==> config.mk <==
export PLATFORM = sky130hd
export DESIGN_NAME = lif_update_scheduler
export DESIGN_NICKNAME = d
export VERILOG_FILES = /design/src/rtl/lif_update_scheduler.sv
export SDC_FILE = /design/constraint.sdc
export NUM_CORES = 1
export LEC_CHECK = 0
export CAP_MARGIN = 20
export CORE_UTILIZATION = 59
export DETAILED_ROUTE_END_ITERATION = 16
export PLACE_DENSITY = 0.92
export SYNTH_ARGS = -nofsm -noshare
export SYNTH_HDL_FRONTEND = slang
export SYNTH_SLANG_ARGS = --single-unit
==> constraint.sdc <==
create_clock -name clk -period 5.95 [get_ports clk]
set_input_delay 1.19 -clock clk [delete_from_list [all_inputs] [get_ports clk]]
set_output_delay 1.19 -clock clk [all_outputs]
set_load 0.02 [all_outputs]
==> src/rtl/lif_update_scheduler.sv <==
// Sweeps NUM_NEURONS LIF neurons through one shared membrane-update datapath per tick,
// owning membrane/refractory state and publishing the per-timestep spike vector.
module lif_update_scheduler #(
  parameter int NUM_NEURONS = 4,
  parameter int IDX_BITS    = 2,
  parameter int WIDTH       = 8,
  parameter int V_REST      = -64,
  parameter int V_THRESH    = 32,
  parameter int REFRACT     = 2
) (
  input  logic                         clk,
  input  logic                         reset,
  input  logic                         tick,
  input  logic [NUM_NEURONS*WIDTH-1:0] i_stim,
  output logic                         dp_valid,
  input  logic                         dp_ready,
  output logic [IDX_BITS-1:0]          dp_idx,
  output logic [WIDTH-1:0]             dp_v,
  output logic [WIDTH-1:0]             dp_i,
  input  logic                         res_valid,
  input  logic [WIDTH-1:0]             res_v,
  output logic                         busy,
  output logic                         done,
  output logic [NUM_NEURONS-1:0]       spikes,
  output logic                         overrun
);
  localparam int RW = (REFRACT < 2) ? 1 : $clog2(REFRACT + 1);
  localparam logic signed [WIDTH-1:0] VREST = WIDTH'(V_REST);
  localparam logic signed [WIDTH-1:0] VTH   = WIDTH'(V_THRESH);
  localparam logic [RW-1:0]           RINIT = RW'(REFRACT);

  typedef enum logic [2:0] {IDLE, ISSUE, WAIT, WRITE, DONE} state_t;
  state_t state;

  logic [NUM_NEURONS-1:0][WIDTH-1:0] vmem;
  logic [NUM_NEURONS-1:0][WIDTH-1:0] stim_snap;
  logic [NUM_NEURONS-1:0][RW-1:0]    refr;
  logic [NUM_NEURONS-1:0]            spike_next;
  logic [IDX_BITS-1:0]               idx;
  logic [WIDTH-1:0]                  res_q;

  logic [IDX_BITS-1:0]    idx_nxt;
  logic                   last;
  logic                   fire;
  logic [NUM_NEURONS-1:0] idx_hot;

  always_comb begin
    idx_nxt = idx + IDX_BITS'(1);
    last    = (idx == IDX_BITS'(NUM_NEURONS - 1));
    fire    = ($signed(res_q) >= VTH);
    idx_hot = NUM_NEURONS'(1) << idx;
  end

  always_ff @(posedge clk) begin
    if (reset) begin
      state      <= IDLE;
      vmem       <= {NUM_NEURONS{VREST}};
      refr       <= '0;
      stim_snap  <= '0;
      spike_next <= '0;
      idx        <= '0;
      res_q      <= '0;
      spikes     <= '0;
      busy       <= 1'b0;
      done       <= 1'b0;
      dp_valid   <= 1'b0;
      dp_idx     <= '0;
      dp_v       <= '0;
      dp_i       <= '0;
      overrun    <= 1'b0;
    end else begin
      done <= 1'b0;
      // A tick outside IDLE is lost, never queued.
      if (tick && state != IDLE) overrun <= 1'b1;
      case (state)
        IDLE: if (tick) begin
          stim_snap  <= i_stim;
          idx        <= '0;
          spike_next <= '0;
          busy       <= 1'b1;
          dp_valid   <= (refr[0] == '0);
          dp_idx     <= '0;
          dp_v       <= vmem[0];
          dp_i       <= i_stim[WIDTH-1:0];
          state      <= ISSUE;
        end
        ISSUE: begin
          if (refr[idx] != '0) begin
            refr[idx] <= refr[idx] - RW'(1);
            vmem[idx] <= VREST;
            if (last) begin
              spikes <= spike_next;
              done   <= 1'b1;
              state  <= DONE;
            end else begin
              idx      <= idx_nxt;
              dp_valid <= (refr[idx_nxt] == '0);
              dp_idx   <= idx_nxt;
              dp_v     <= vmem[idx_nxt];
              dp_i     <= stim_snap[idx_nxt];
            end
          end else if (dp_ready) begin
            dp_valid <= 1'b0;
            state    <= WAIT;
          end
        end
        WAIT: if (res_valid) begin
          res_q <= res_v;
          state <= WRITE;
        end
        WRITE: begin
          if (fire) begin
            vmem[idx]       <= VREST;
            spike_next[idx] <= 1'b1;
            refr[idx]       <= RINIT;
          end else begin
            vmem[idx] <= res_q;
          end
          if (last) begin
            // spike_next is updated on this same edge, so fold the final neuron in here.
            spikes <= spike_next | (fire ? idx_hot : '0);
            done   <= 1'b1;
            state  <= DONE;
          end else begin
            idx      <= idx_nxt;
            dp_valid <= (refr[idx_nxt] == '0);
            dp_idx   <= idx_nxt;
            dp_v     <= vmem[idx_nxt];
            dp_i     <= stim_snap[idx_nxt];
            state    <= ISSUE;
          end
        end
        DONE: begin
          busy  <= 1'b0;
          state <= IDLE;
        end
        default: state <= IDLE;
      endcase
    end
  end
endmodule
# == After elaboration in Yosys (flattened, before gate mapping) ==
# Cells that the tools add are included.
# W data, S select, Z words.
# word_totals
regBits,115
input_bits,45
output_inout_bits,26
word_cells,135
# classes
n_addsub,2
order_cmp,4
n_eq_ne,13
n_shift,1
mux,62
n_bitwise,8
reduce_logical,21
# op_table
cell,n
$mux W8,11
$mux W32,2
$pmux W32 S2,1
$pmux W8 S3,2
$bmux W8 S2,2
$bwmux W32,1
$and A24 B24 Y24,1
$mux W4,6
$not A24 Y24,1
$mux W3,6
$demux W8 S2,1
$mux W2,8
$pmux W4 S2,2
$pmux W8 S2,1
$ne A2 B2 Y1 const B,6
$or A4 B4 Y4,3
$pmux W2 S3,2
$pmux W3 S4,1
$reduce_and A3 Y1,4
$bmux W2 S2,2
$bwmux W8,1
$ge A8 B7 Y1 const B,1
$mux W1,8
$or A8 B8 Y8,1
other kinds (23),37

# == Longest topological paths before layout ==
# depth
word_depth,8
depth_mapped,11
ltp_nobuf,7

# == Least setup slack after synthesis ==
# OpenSTA, ideal clock, no wires.
# synth_path
path_type,reg-to-reg
start,"register, netlist name dp_idx[0]"
end,register dp_i[3]
setup_time_ns,0.091
arrival_ns,2.550
required_ns,5.859
slack_ns,3.309
path_stages_with_launch,11
path_buffers,3
period_less_slack_ns,2.641
cell_sequence,dfxtp_1 > buf_4 > buf_2 > mux4_2 > inv_1 > ha_1 > nand2b_1 > a32oi_1 > nor2_1 > buf_2 > a311oi_1
# synth_rtl
element,line,source
end signal: assignment,84,dp_i <= i_stim[WIDTH-1:0];
end signal: assignment,100,dp_i <= stim_snap[idx_nxt];
end signal: assignment,129,dp_i <= stim_snap[idx_nxt];
end: declaration,19,"output logic [WIDTH-1:0] dp_i,"

# == Worst setup path in the final report ==
# layout_path
start,register dp_idx[0]
end,output port dp_idx[0]
# layout_rtl
element,line,source
start: declaration,17,"output logic [IDX_BITS-1:0] dp_idx,"
start signal: assignment,98,dp_idx <= idx_nxt;
start signal: assignment,127,dp_idx <= idx_nxt;
# No word-level cell between the ends.

==> out/qor.yml <==
layout:
  area_growth_pct: 27.0
  final_common_cell: "dfxtp_1"
  n_antenna_cell: 0
  final_cell_mix: "dfxtp_1, nand2_1, a21oi_1"
  nNetsFinal: 686
  drive_above_1_share_pct: 9.57
routing:
  avgViaCountPerCell: 6.40
  ant_nets: 0
  drt_iter0_markers: 475
  detail_route.wl_per_cell_um: 19.1
  drc_errors: 0
  num_vias: 4821
  wirelength_mm: 14.4
  dr.pass1.iters: 6
clock_network:
  cts-buffers-inserted: 17
  cts_sinks: 113
  cts_tree: "done"
  cts-resized-gates: 0
  cts_root_buf: "clkbuf_8"
  ctsHoldBuffers: 0
  h-tree-depth: 4
  clockBufferDepth: 2
  cts.clk_slew.worst_paths_ps: 60
  clk_latency_ps: 540
  post-cts-setup-buffer-count: 0
synth:
  ys_types: 47
  synth_area_mm2: 0.00500
  synthTopCellsByArea: "dfxtp_1, a21oi_1, nand2_1"
  syn_nets: 635
  yosys_warnings: 0
  syn_inst: 584
  synth-main-ff-cell: "dfxtp_1"
  synthArstFlopShare_pct: 0
  synth_top_area_share_pct: 45.3
  ys_seq_area_share_pct: 45.3
  synth-edff-count: 0
  ys_seq_elements: 113
  yosys.area.top_type: "dfxtp_1"
  avgSynthCellArea_um2: 8.56
placement:
  place_ws_ps: 2740
  io_buffers: 70
  gp_congestion: 0.875
  dp_hpwl_mm: 8.08
floorplan:
  dieArea_mm2: 0.00884
  io_pins: 71
  rows: 33
  fp.dieH_um: 94.0
  fp.dieW_um: 94.0
  initial_core_util_pct: 60.8
  core_mm2: 0.00822
outcome:
  run_status: "finished, final reports clean"
pwr:
  leakagePower_nw: 2.25
  powerDensity_mw_per_mm2: 437
  ir_drop_mv: 0.302
worst_setup_path:
  cp-end-kind: "primary output"
  cp_max_fo: 29
  start_kind: "register"
  cp.arrival_ps: 1940
  critPathKind: "reg2out"
  cp.required_ps: 4760
global_route:
  antenna_found_initial: 0
  grt_use_total_pct: 33.4
  grt_pass1_wl_mm: 22.3
  overflow: 0
  grt_pass1_vias: 4567
  grt_max_degree: 115
sta:
  setup_viol: 0
  fin_crit_ps: 3130
  tightest_slew_ps: 835
  rsz0062_at_grt: "no"
  fin_tns_setup_ps: 0
  hold_viol_final: 0
  max_slew_margin_pct: 44.4
  clock.fmax_mhz: 320
  finalCritPeriodShare_pct: 52.5
  fin_skew_ps: 10.5
  slew_violations: 0
  setup_ws_ps: 2820
min_path:
  hold_class: "reg2reg"
flow_run:
  maxCapViolations: 0
final cells by class:
class / instances / area [um2]
Inverter: 10 / 37.5
Clock buffer: 22 / 463
Clock inverter: 10 / 156
Multi-Input combinational cell: 414 / 2450
Tap cell: 105 / 131
Timing Repair Buffer: 79 / 846
Sequential cell: 113 / 2260
Fill cell: 493 / 1870
worst paths after layout:
kind / from / endpoint / slack [ps] / cells after the start
max: dp_idx[0] / dp_idx[0] / 2820 / 2
min: stim_snap[31] / stim_snap[31] / 450 / 2
max reg2reg: dp_idx[0] / dp_i[0] / 2910 / 9
min reg2reg: stim_snap[31] / stim_snap[31] / 450 / 2
power breakdown:
| part | internal [mW] | switching (mW) | leakage, nW |
|---|---|---|---|
| Clock | 0.711 | 0.359 | 0.305 |
| Combinational | 0.314 | 0.457 | 1.03 |
| Sequential | 0.851 | 0.0861 | 0.920 |
| Total | 1.88 | 0.902 | 2.25 |
through the flow:
step                      cells  power (mW)  utilization (%)  cell area [um2]  hold WS (ps)
after detailed placement    717        1.63             68.6             5640           444
after floorplan             584        1.42                -             5000           430
after CTS                   749        2.71             76.2             6260           452
after global placement      716        1.59             68.3             5610           438
after global routing        753        2.87             77.3             6350           477
final                       753        2.78             77.3             6350           450
routing by layer:
metal	track usage, %	share of wire [%]	wire length [um]	vias to the layer above
met5	0	0	0	-
met4	16.8	3.3	474	0
met3	9.14	10	1450	66
met2	53.9	49	7130	335
met1	41.0	37	5370	2249
li1	-	-	-	2171
Yosys cell counts (3+ instances only):
cell and count:
mux2i_1 14, dfxtp_1 113, nor3_1 10, ha_1 6, and3_1 5, nand2b_1 7
buf_6 3, nor2_1 40, a311oi_1 14, mux4_2 11, a21oi_1 90, inv_1 10
buf_2 13, a22oi_1 5, o21ai_0 13, buf_4 8, o22ai_1 3, a211o_1 8
a211oi_1 9, nand3_2 4, nand3_1 36, clkbuf_1 23, nand2_1 111
registers in the layout, indices dropped and copies added (netlist names):
name / flops
dp_v: 8
spikes: 4
dp_i: 8
spike_next: 4
overrun: 1
res_q: 8
dp_valid: 1
busy: 1
refr: 8
state: 3
stim_snap: 32
done: 1
dp_idx: 2
vmem: 32
cell families (layout without fill, tap and decap cells):
group / after synthesis / after routing / synth area share, %
AND/OR/NAND/NOR: 229 / 229 / 21.1
AO/OA/AOI/OAI: 153 / 153 / 18.5
adder cells (fa/ha/maj): 6 / 6 / 1.50
multiplexers: 26 / 26 / 7.98
buffers and inverters: 57 / 121 / 5.66
flip-flops: 113 / 113 / 45.3
worst max-delay path, cell delays in order (launching register included):
cell,delay [ps]
dfxtp_1,340
buf_4,370
clkdlybuf4s50_1,680
(Power assumes the default switching activity.)
